==> config.mk <==
export PLATFORM = sky130hd
export DESIGN_NAME = alu
export DESIGN_NICKNAME = d
export VERILOG_FILES = /design/src/rtl/alu_pkg.sv /design/src/rtl/alu_branch_cmp.sv /design/src/rtl/alu.sv
export SDC_FILE = /design/constraint.sdc
export NUM_CORES = 1
export LEC_CHECK = 0
export BUFFER_PORTS_ARGS = -buffer_cell sky130_fd_sc_hd__buf_2
export CORE_MARGIN = 1
export CORE_UTILIZATION = 56
export CTS_CLUSTER_DIAMETER = 40
export DETAILED_ROUTE_END_ITERATION = 10
export PLACE_DENSITY = 0.79
export SETUP_SLACK_MARGIN = 0.02
export SLEW_MARGIN = 20
export SYNTH_ARGS = -nofsm -noshare
export SYNTH_HDL_FRONTEND = slang
export SYNTH_HIERARCHICAL = 1
export SYNTH_SLANG_ARGS = --single-unit
==> constraint.sdc <==
create_clock -name clk -period 0.8 [get_ports clk]
set_input_delay 0.16 -clock clk [delete_from_list [all_inputs] [get_ports clk]]
set_output_delay 0.16 -clock clk [all_outputs]
set_load 0.1 [all_outputs]
==> src/rtl/alu_pkg.sv <==
// alu_pkg: shared constants for the RV32I execute unit.
//   XLEN     - datapath width
//   NUM_OPS  - width of the one-hot decoded instruction bus
//   OP_W     - width of an encoded op index
//   OP_*     - bit position of each instruction on the one-hot bus
package alu_pkg;

    localparam int XLEN    = 32;
    localparam int NUM_OPS = 37;
    localparam int OP_W    = 6;

    localparam logic [OP_W-1:0] OP_ADD   = 6'd0;
    localparam logic [OP_W-1:0] OP_SUB   = 6'd1;
    localparam logic [OP_W-1:0] OP_SLL   = 6'd2;
    localparam logic [OP_W-1:0] OP_SLT   = 6'd3;
    localparam logic [OP_W-1:0] OP_SLTU  = 6'd4;
    localparam logic [OP_W-1:0] OP_XOR   = 6'd5;
    localparam logic [OP_W-1:0] OP_SRL   = 6'd6;
    localparam logic [OP_W-1:0] OP_SRA   = 6'd7;
    localparam logic [OP_W-1:0] OP_OR    = 6'd8;
    localparam logic [OP_W-1:0] OP_AND   = 6'd9;
    localparam logic [OP_W-1:0] OP_ADDI  = 6'd10;
    localparam logic [OP_W-1:0] OP_SLTI  = 6'd11;
    localparam logic [OP_W-1:0] OP_SLTIU = 6'd12;
    localparam logic [OP_W-1:0] OP_XORI  = 6'd13;
    localparam logic [OP_W-1:0] OP_ORI   = 6'd14;
    localparam logic [OP_W-1:0] OP_ANDI  = 6'd15;
    localparam logic [OP_W-1:0] OP_SLLI  = 6'd16;
    localparam logic [OP_W-1:0] OP_SRLI  = 6'd17;
    localparam logic [OP_W-1:0] OP_SRAI  = 6'd18;
    localparam logic [OP_W-1:0] OP_LB    = 6'd19;
    localparam logic [OP_W-1:0] OP_LH    = 6'd20;
    localparam logic [OP_W-1:0] OP_LW    = 6'd21;
    localparam logic [OP_W-1:0] OP_LBU   = 6'd22;
    localparam logic [OP_W-1:0] OP_LHU   = 6'd23;
    localparam logic [OP_W-1:0] OP_SB    = 6'd24;
    localparam logic [OP_W-1:0] OP_SH    = 6'd25;
    localparam logic [OP_W-1:0] OP_SW    = 6'd26;
    localparam logic [OP_W-1:0] OP_BEQ   = 6'd27;
    localparam logic [OP_W-1:0] OP_BNE   = 6'd28;
    localparam logic [OP_W-1:0] OP_BLT   = 6'd29;
    localparam logic [OP_W-1:0] OP_BGE   = 6'd30;
    localparam logic [OP_W-1:0] OP_BLTU  = 6'd31;
    localparam logic [OP_W-1:0] OP_BGEU  = 6'd32;
    localparam logic [OP_W-1:0] OP_LUI   = 6'd33;
    localparam logic [OP_W-1:0] OP_AUIPC = 6'd34;
    localparam logic [OP_W-1:0] OP_JAL   = 6'd35;
    localparam logic [OP_W-1:0] OP_JALR  = 6'd36;

endpackage

==> src/rtl/alu_branch_cmp.sv <==
// alu_branch_cmp: branch condition evaluation plus the shared comparator.
//   v1, v2      - operands
//   branch      - branch op bits, [0]=BEQ [1]=BNE [2]=BLT [3]=BGE [4]=BLTU [5]=BGEU
//   taken       - selected branch condition holds
//   lt_signed   - signed v1 < v2 (reused by SLT/SLTI)
//   lt_unsigned - unsigned v1 < v2 (reused by SLTU/SLTIU)
module alu_branch_cmp
    import alu_pkg::*;
(
    input  logic [XLEN-1:0] v1,
    input  logic [XLEN-1:0] v2,
    input  logic [5:0]      branch,
    output logic            taken,
    output logic            lt_signed,
    output logic            lt_unsigned
);

    logic eq;

    assign eq          = (v1 == v2);
    assign lt_signed   = ($signed(v1) < $signed(v2));
    assign lt_unsigned = (v1 < v2);

    // Lowest branch bit wins, matching the top-level priority order.
    always_comb begin
        taken = 1'b0;
        if (branch[0])      taken = eq;
        else if (branch[1]) taken = ~eq;
        else if (branch[2]) taken = lt_signed;
        else if (branch[3]) taken = ~lt_signed;
        else if (branch[4]) taken = lt_unsigned;
        else if (branch[5]) taken = ~lt_unsigned;
    end

endmodule

==> src/rtl/alu.sv <==
// alu: registered RV32I execute unit driven by a one-hot instruction bus.
//   clk          - clock, rising edge
//   rst_n        - asynchronous active-low reset, clears ALUoutput
//   v1, v2       - operands (selected upstream)
//   instructions - one-hot decoded op; lowest set bit wins, zero is a bubble
//   ALUoutput    - result, registered one cycle after the inputs
module alu
    import alu_pkg::*;
(
    input  logic               clk,
    input  logic               rst_n,
    input  logic [XLEN-1:0]    v1,
    input  logic [XLEN-1:0]    v2,
    input  logic [NUM_OPS-1:0] instructions,
    output logic [XLEN-1:0]    ALUoutput
);

    logic [OP_W-1:0] sel_idx;
    logic            sel_valid;
    logic            taken;
    logic            lt_signed;
    logic            lt_unsigned;
    logic [4:0]      shamt;
    logic [XLEN-1:0] sum;
    logic [XLEN-1:0] result_next;

    alu_branch_cmp u_branch_cmp (
        .v1          (v1),
        .v2          (v2),
        .branch      (instructions[OP_BGEU:OP_BEQ]),
        .taken       (taken),
        .lt_signed   (lt_signed),
        .lt_unsigned (lt_unsigned)
    );

    // Scan from the top down so the lowest set bit is the last to assign.
    always_comb begin
        sel_idx   = '0;
        sel_valid = 1'b0;
        for (int i = NUM_OPS - 1; i >= 0; i--) begin
            if (instructions[i]) begin
                sel_idx   = i[OP_W-1:0];
                sel_valid = 1'b1;
            end
        end
    end

    assign shamt = v2[4:0];
    assign sum   = v1 + v2;

    always_comb begin
        result_next = '0;
        if (sel_valid) begin
            case (sel_idx)
                OP_ADD, OP_ADDI, OP_AUIPC,
                OP_LB, OP_LH, OP_LW, OP_LBU, OP_LHU,
                OP_SB, OP_SH, OP_SW:             result_next = sum;
                OP_SUB:                          result_next = v1 - v2;
                OP_SLL, OP_SLLI:                 result_next = v1 << shamt;
                OP_SRL, OP_SRLI:                 result_next = v1 >> shamt;
                OP_SRA, OP_SRAI:                 result_next = $unsigned($signed(v1) >>> shamt);
                OP_SLT, OP_SLTI:                 result_next = {{(XLEN-1){1'b0}}, lt_signed};
                OP_SLTU, OP_SLTIU:               result_next = {{(XLEN-1){1'b0}}, lt_unsigned};
                OP_XOR, OP_XORI:                 result_next = v1 ^ v2;
                OP_OR, OP_ORI:                   result_next = v1 | v2;
                OP_AND, OP_ANDI:                 result_next = v1 & v2;
                OP_BEQ, OP_BNE, OP_BLT,
                OP_BGE, OP_BLTU, OP_BGEU:        result_next = {{(XLEN-1){1'b0}}, taken};
                OP_LUI:                          result_next = v2;
                OP_JAL, OP_JALR:                 result_next = v1 + 32'd4;
                default:                         result_next = '0;
            endcase
        end
    end

    always_ff @(posedge clk or negedge rst_n) begin
        if (!rst_n) ALUoutput <= '0;
        else        ALUoutput <= result_next;
    end

endmodule

==> out/metrics.cfg, run 1 <==
[logic_synthesis]
synth-seq-cells=32
synth.yosys.warnings=6
avgSynthCellArea_sq_um=7.01
synthCells=1593
ys_types=93
synth-edff-count=0
syn-num-nets=1827
async_flop_share_pct=100
synth_area_sq_um=11200
synth-seq-area-share_pct=7.17
synth_flop_cell=dfrtp_1

[grt]
grt_start_max_net_pins=95
track_usage_pct=98.5
grt_pass1_wl_mm=152
grt_pass1_vias=23200
overflow=1138

[status]
tool.error=[ERROR GRT-0116] Global routing finished with congestion. Check the congestion regions in the DRC Viewer.
status=stopped before the end
stop_stage=global routing (5_1_grt)

[cts]
cts.sinks=32
root_buffer=clkbuf_16
cts_buffers=5
clock_path_buffers=2
cts_max_level=2

[placed_design]
place_area_sq_um=16500
gp_congestion=1.22
portBuffers=134
dp.final_hpwl_mm=49.2

[floorplan]
start_util_pct=57.2
rows=51
dieWidth_um=143
die_h_um=143
io_pins=135

[cell usage after synthesis (all sizes together), types with 13 or more instances]
cell type  instances  share of area (%)
nand2            165                5.6
nor2             165                5.8
ha               130                 15
a21oi            122                5.7
inv              107                3.6
o21ai            101                4.6
xnor2             72                5.6
clkbuf            66                2.2
mux2i             62                5.6
a211oi            42                2.8
buf               37                1.8
nor3              34                1.7
a31oi             32                1.8
dfrtp             32                7.2
nand4             27                1.6
a21o              26                1.8
nand3             25                1.1
mux2              21                2.1
o211ai            21                1.4
a211o             18                1.4
a22oi             17                1.1
o22ai             17               0.95
xor2              17                1.3
nor4              16                1.1
nand2b            13               0.75
[what timing repair did]
action,CTS
cloned,1
setup endpoints to repair,64
setup buffers,74
endpoints found under the hold margin,8
gates resized for setup,234
pin swaps,125
hold buffers,1
[through the flow]
step | cells | hold WS, ps | setup WS [ps] | utilization (%)
3_5_place_dp | 2407 | 45.1 | -3480 | 84.7
4_1_cts | 2480 | 261 | -2730 | 94.3
3_3_place_gp | 2407 | 35.5 | -3230 | 84.7
2_1_floorplan | 1593 | -136 | -2970 | -
[routing by layer]
layer / overflow / global-route usage [%]
met1: 56 / 91.9
met5: 12 / 73.2
met3: 62 / 84.5
met2: 722 / 116
met4: 286 / 107
[logic make-up after synthesis]
group / synth area share, %
AOI/OAI and AO/OA: 31.6
and+or+nand+nor: 21.8
buffers and inverters: 7.77
adders and majority gates: 14.7
muxes: 9.96
xor gates and xnor gates: 6.98
DFF: 7.17
==> run 2, diff against run 1 <==
Settings changed: CORE_UTILIZATION 56 to 40, CTS_CLUSTER_DIAMETER 40 to unset, PLACE_DENSITY 0.79 to unset, PLACE_DENSITY_LB_ADDON set to 0.15, SETUP_SLACK_MARGIN 0.02 to unset.
Clock period 0.8 ns to 1 ns, I/O delays scaled along.
==> run 2 against run 1 <==
- the flow now finishes, with violations (setup timing)
- synthesized cell count stayed put
- synthesized area stayed put
==> out/metrics.cfg, run 2 <==
[sta]
fmax_mhz=261
tightestPinTransition_ps=937
rsz0062_at_grt=yes
holdWs_ps=390
fin_crit_sh_pct=382
setup_viol=64
fin_crit_ps=3820
relSlewSlack_pct=37.6
drv_slew=0
hold_viol_final=0
fin_ws_ps=-2820

[cts]
cts_buffers=5  ; unchanged
root_buffer=clkbuf_16
clock_path_buffers=2  ; unchanged
cts_tree=yes
cts_max_level=2  ; unchanged
cts.sinks=32  ; unchanged
clk_pin_slew_ps=70

[grt]
grt_start_max_net_pins=91
track_usage_pct=44.7
overflow=0
antenna_found_initial=1
grt_pass1_wl_mm=95.4
grt_pass1_vias=15400

[final_layout]
utilization_pct=70.4
fin_nets=2491
largest-register=ALUoutput
n_fill_cell=2227
layout-drive-gt1-share_pct=45.7
synthToLayoutAreaGrowth_pct=71.4
layout_commonest_cell=buf_4
largest_reg_flops=32
mostFrequentLayoutCells=buf_4, nand2_1, nor2_1, ha_1, inv_1
reg.largest.list=ALUoutput (32)
diodes=0

[logic_synthesis]
synth.yosys.warnings=6  ; unchanged
syn-num-nets=1827  ; unchanged
synth_common_cells=nand2_1, nor2_1, ha_1, a21oi_1, inv_1
yosysMostFrequentCell=nand2_1
avgSynthCellArea_sq_um=7.01  ; unchanged
synth_area_sq_um=11200  ; unchanged
synthCells=1593  ; unchanged
ys_types=93  ; unchanged
synth-seq-area-share_pct=7.17  ; unchanged
synth_top_area_cell=ha_1
synth-edff-count=0  ; unchanged
async_flop_share_pct=100  ; unchanged
synthTopCellsByArea=ha_1, dfrtp_1, xnor2_1
synth-seq-cells=32  ; unchanged
synth_top_area_share_pct=14.6  ; unchanged
synth_flop_cell=dfrtp_1

[power_and_ir_drop]
leakage_nw=8.88
finalPower_w=0.0205
combPwrFrac_pct=80.3
internal_power_w=0.00976
p_per_area_nw_per_um2=1070
pwr-share-clk_pct=8.9
power.switching_w=0.0107
seqPwrFrac_pct=10.9
swShare_pct=52.3
ir_worst_vdd_mv=1.23

[flow_run]
max_cap_viol_count=0

[floorplan]
fp.coreArea_sq_um=27200
die-area_sq_um=28600
dieWidth_um=169  ; +18%
start_util_pct=41.1  ; -16 points
rows=60  ; +18%
io_pins=135  ; unchanged
die_h_um=169  ; +18%

[placed_design]
place_ws_ps=-3350  ; +132 ps
dp.final_hpwl_mm=50.6  ; +2.8%
portBuffers=134  ; unchanged
gp_congestion=1.05  ; -13%

[route]
drc=0
num_vias=16200
finalWirelength_mm=65.5
drt_iter0_drc=2246
firstDrtPassIters=6
wl_per_cell_um=24.9
ant_nets=0
avgViaCountPerCell=6.17

[min_path]
hp-class=in2reg

[critical_path]
crit_fanout=3
worstSetupStartpointType=primary input
critPathKind=in2reg
end_kind=flip-flop
worstPathArrival_ps=4020
critical_path_required_ps=1190

[status]
status=finished, violations left
violations=setup timing

==> run 2: cell counts after synthesis <==
Identical to the previous run, type by type.
==> run 2: cell families (layout without fill, tap and decap cells) <==
| group | count (synthesis) | in the layout | synth area share [%] |
|---|---|---|---|
| buffers and inverters | 214 | 879 | 7.77 |
| multiplexers | 94 | 94 | 9.96 |
| AND/OR/NAND/NOR | 511 | 511 | 21.8 |
| adder cells (fa/ha/maj) | 131 | 131 | 14.7 |
| AO/OA/AOI/OAI | 522 | 522 | 31.6 |
| flip-flops | 32 | 32 | 7.17 |
| XOR/XNOR | 89 | 89 | 6.98 |
==> run 2: power groups by stage <==
stage | sequential [W] | combinational (W) | clock [W]
final | 0.00222 | 0.0164 | 0.00181
after global routing | 0.00226 | 0.0170 | 0.00184
after CTS | 0.00223 | 0.0156 | 0.00179
after detailed placement | 0.00224 | 0.0142 | 0
after global placement | 0.00224 | 0.0141 | 0
after floorplan | 0.00504 | 0.00463 | 0
==> run 2: layout make-up <==
cell class | count | area (sq um) | share of cell area, %
Sequential cell | 32 | 840 | 4.39
Tap cell | 372 | 465 | 2.43
Inverter | 111 | 417 | 2.18
Timing Repair Buffer | 760 | 6460 | 33.8
Clock inverter | 3 | 23.8 | 0.124
Clock buffer | 5 | 125 | 0.654
Multi-Input combinational cell | 1347 | 10800 | 56.5
==> run 2: repair_timing <==
| item | CTS | global route |
|---|---|---|
| pin swaps | 106 | 79 |
| buffers inserted | 59 | 23 |
| hold endpoints to repair | 32 | 0 |
| cloned | 1 | 0 |
| setup endpoints to repair | 64 | 64 |
| hold buffers | 1 | 0 |
| resized for setup | 229 | 67 |
==> run 2: critical path, stage by stage <==
cell and delay [ps]:
buf_6 100, nor2_4 130, o311ai_4 140, a2111oi_4 340, a21o_1 220, nor2_4 60, buf_6 120, buf_6 100
a21o_1 170, xnor2_2 200, ha_4 250, buf_6 120, buf_6 110, a21oi_4 150, nand2_2 90, a2bb2oi_4 160
a21o_1 210, a21o_1 190, a31oi_4 210, o31a_1 250, a21oi_2 90, xor2_1 140, a211o_1 260
==> run 2: worst paths after layout <==
kind	start	end	slack, ps	depth (start not counted)
setup / recovery	instructions[1]	ALUoutput[30]	-2820	23
min in group asynchronous	rst_n	ALUoutput[11]	400	3
max in group asynchronous	rst_n	ALUoutput[27]	340	3
hold / removal	v1[0]	ALUoutput[0]	390	4
==> run 2: metrics by stage <==
step           area, sq um  setup TNS, ps  cells
4_1_cts              18700         -77340   2615
3_3_place_gp         16900         -88530   2555
3_5_place_dp         16900         -91970   2555
5_1_grt              19100         -84370   2630
2_1_floorplan        11500         -72490   1593
6_report             19100         -80560   2630
==> run 2: routing by layer <==
metal | vias up | global-route usage (%) | share of wire [%]
met5 | - | 0 | 0
met4 | 0 | 14.8 | 4.2
met3 | 199 | 12.7 | 13
met2 | 1045 | 67.5 | 42
met1 | 7761 | 60.8 | 41
li1 | 7230 | - | -
(Power assumes the default switching activity.)
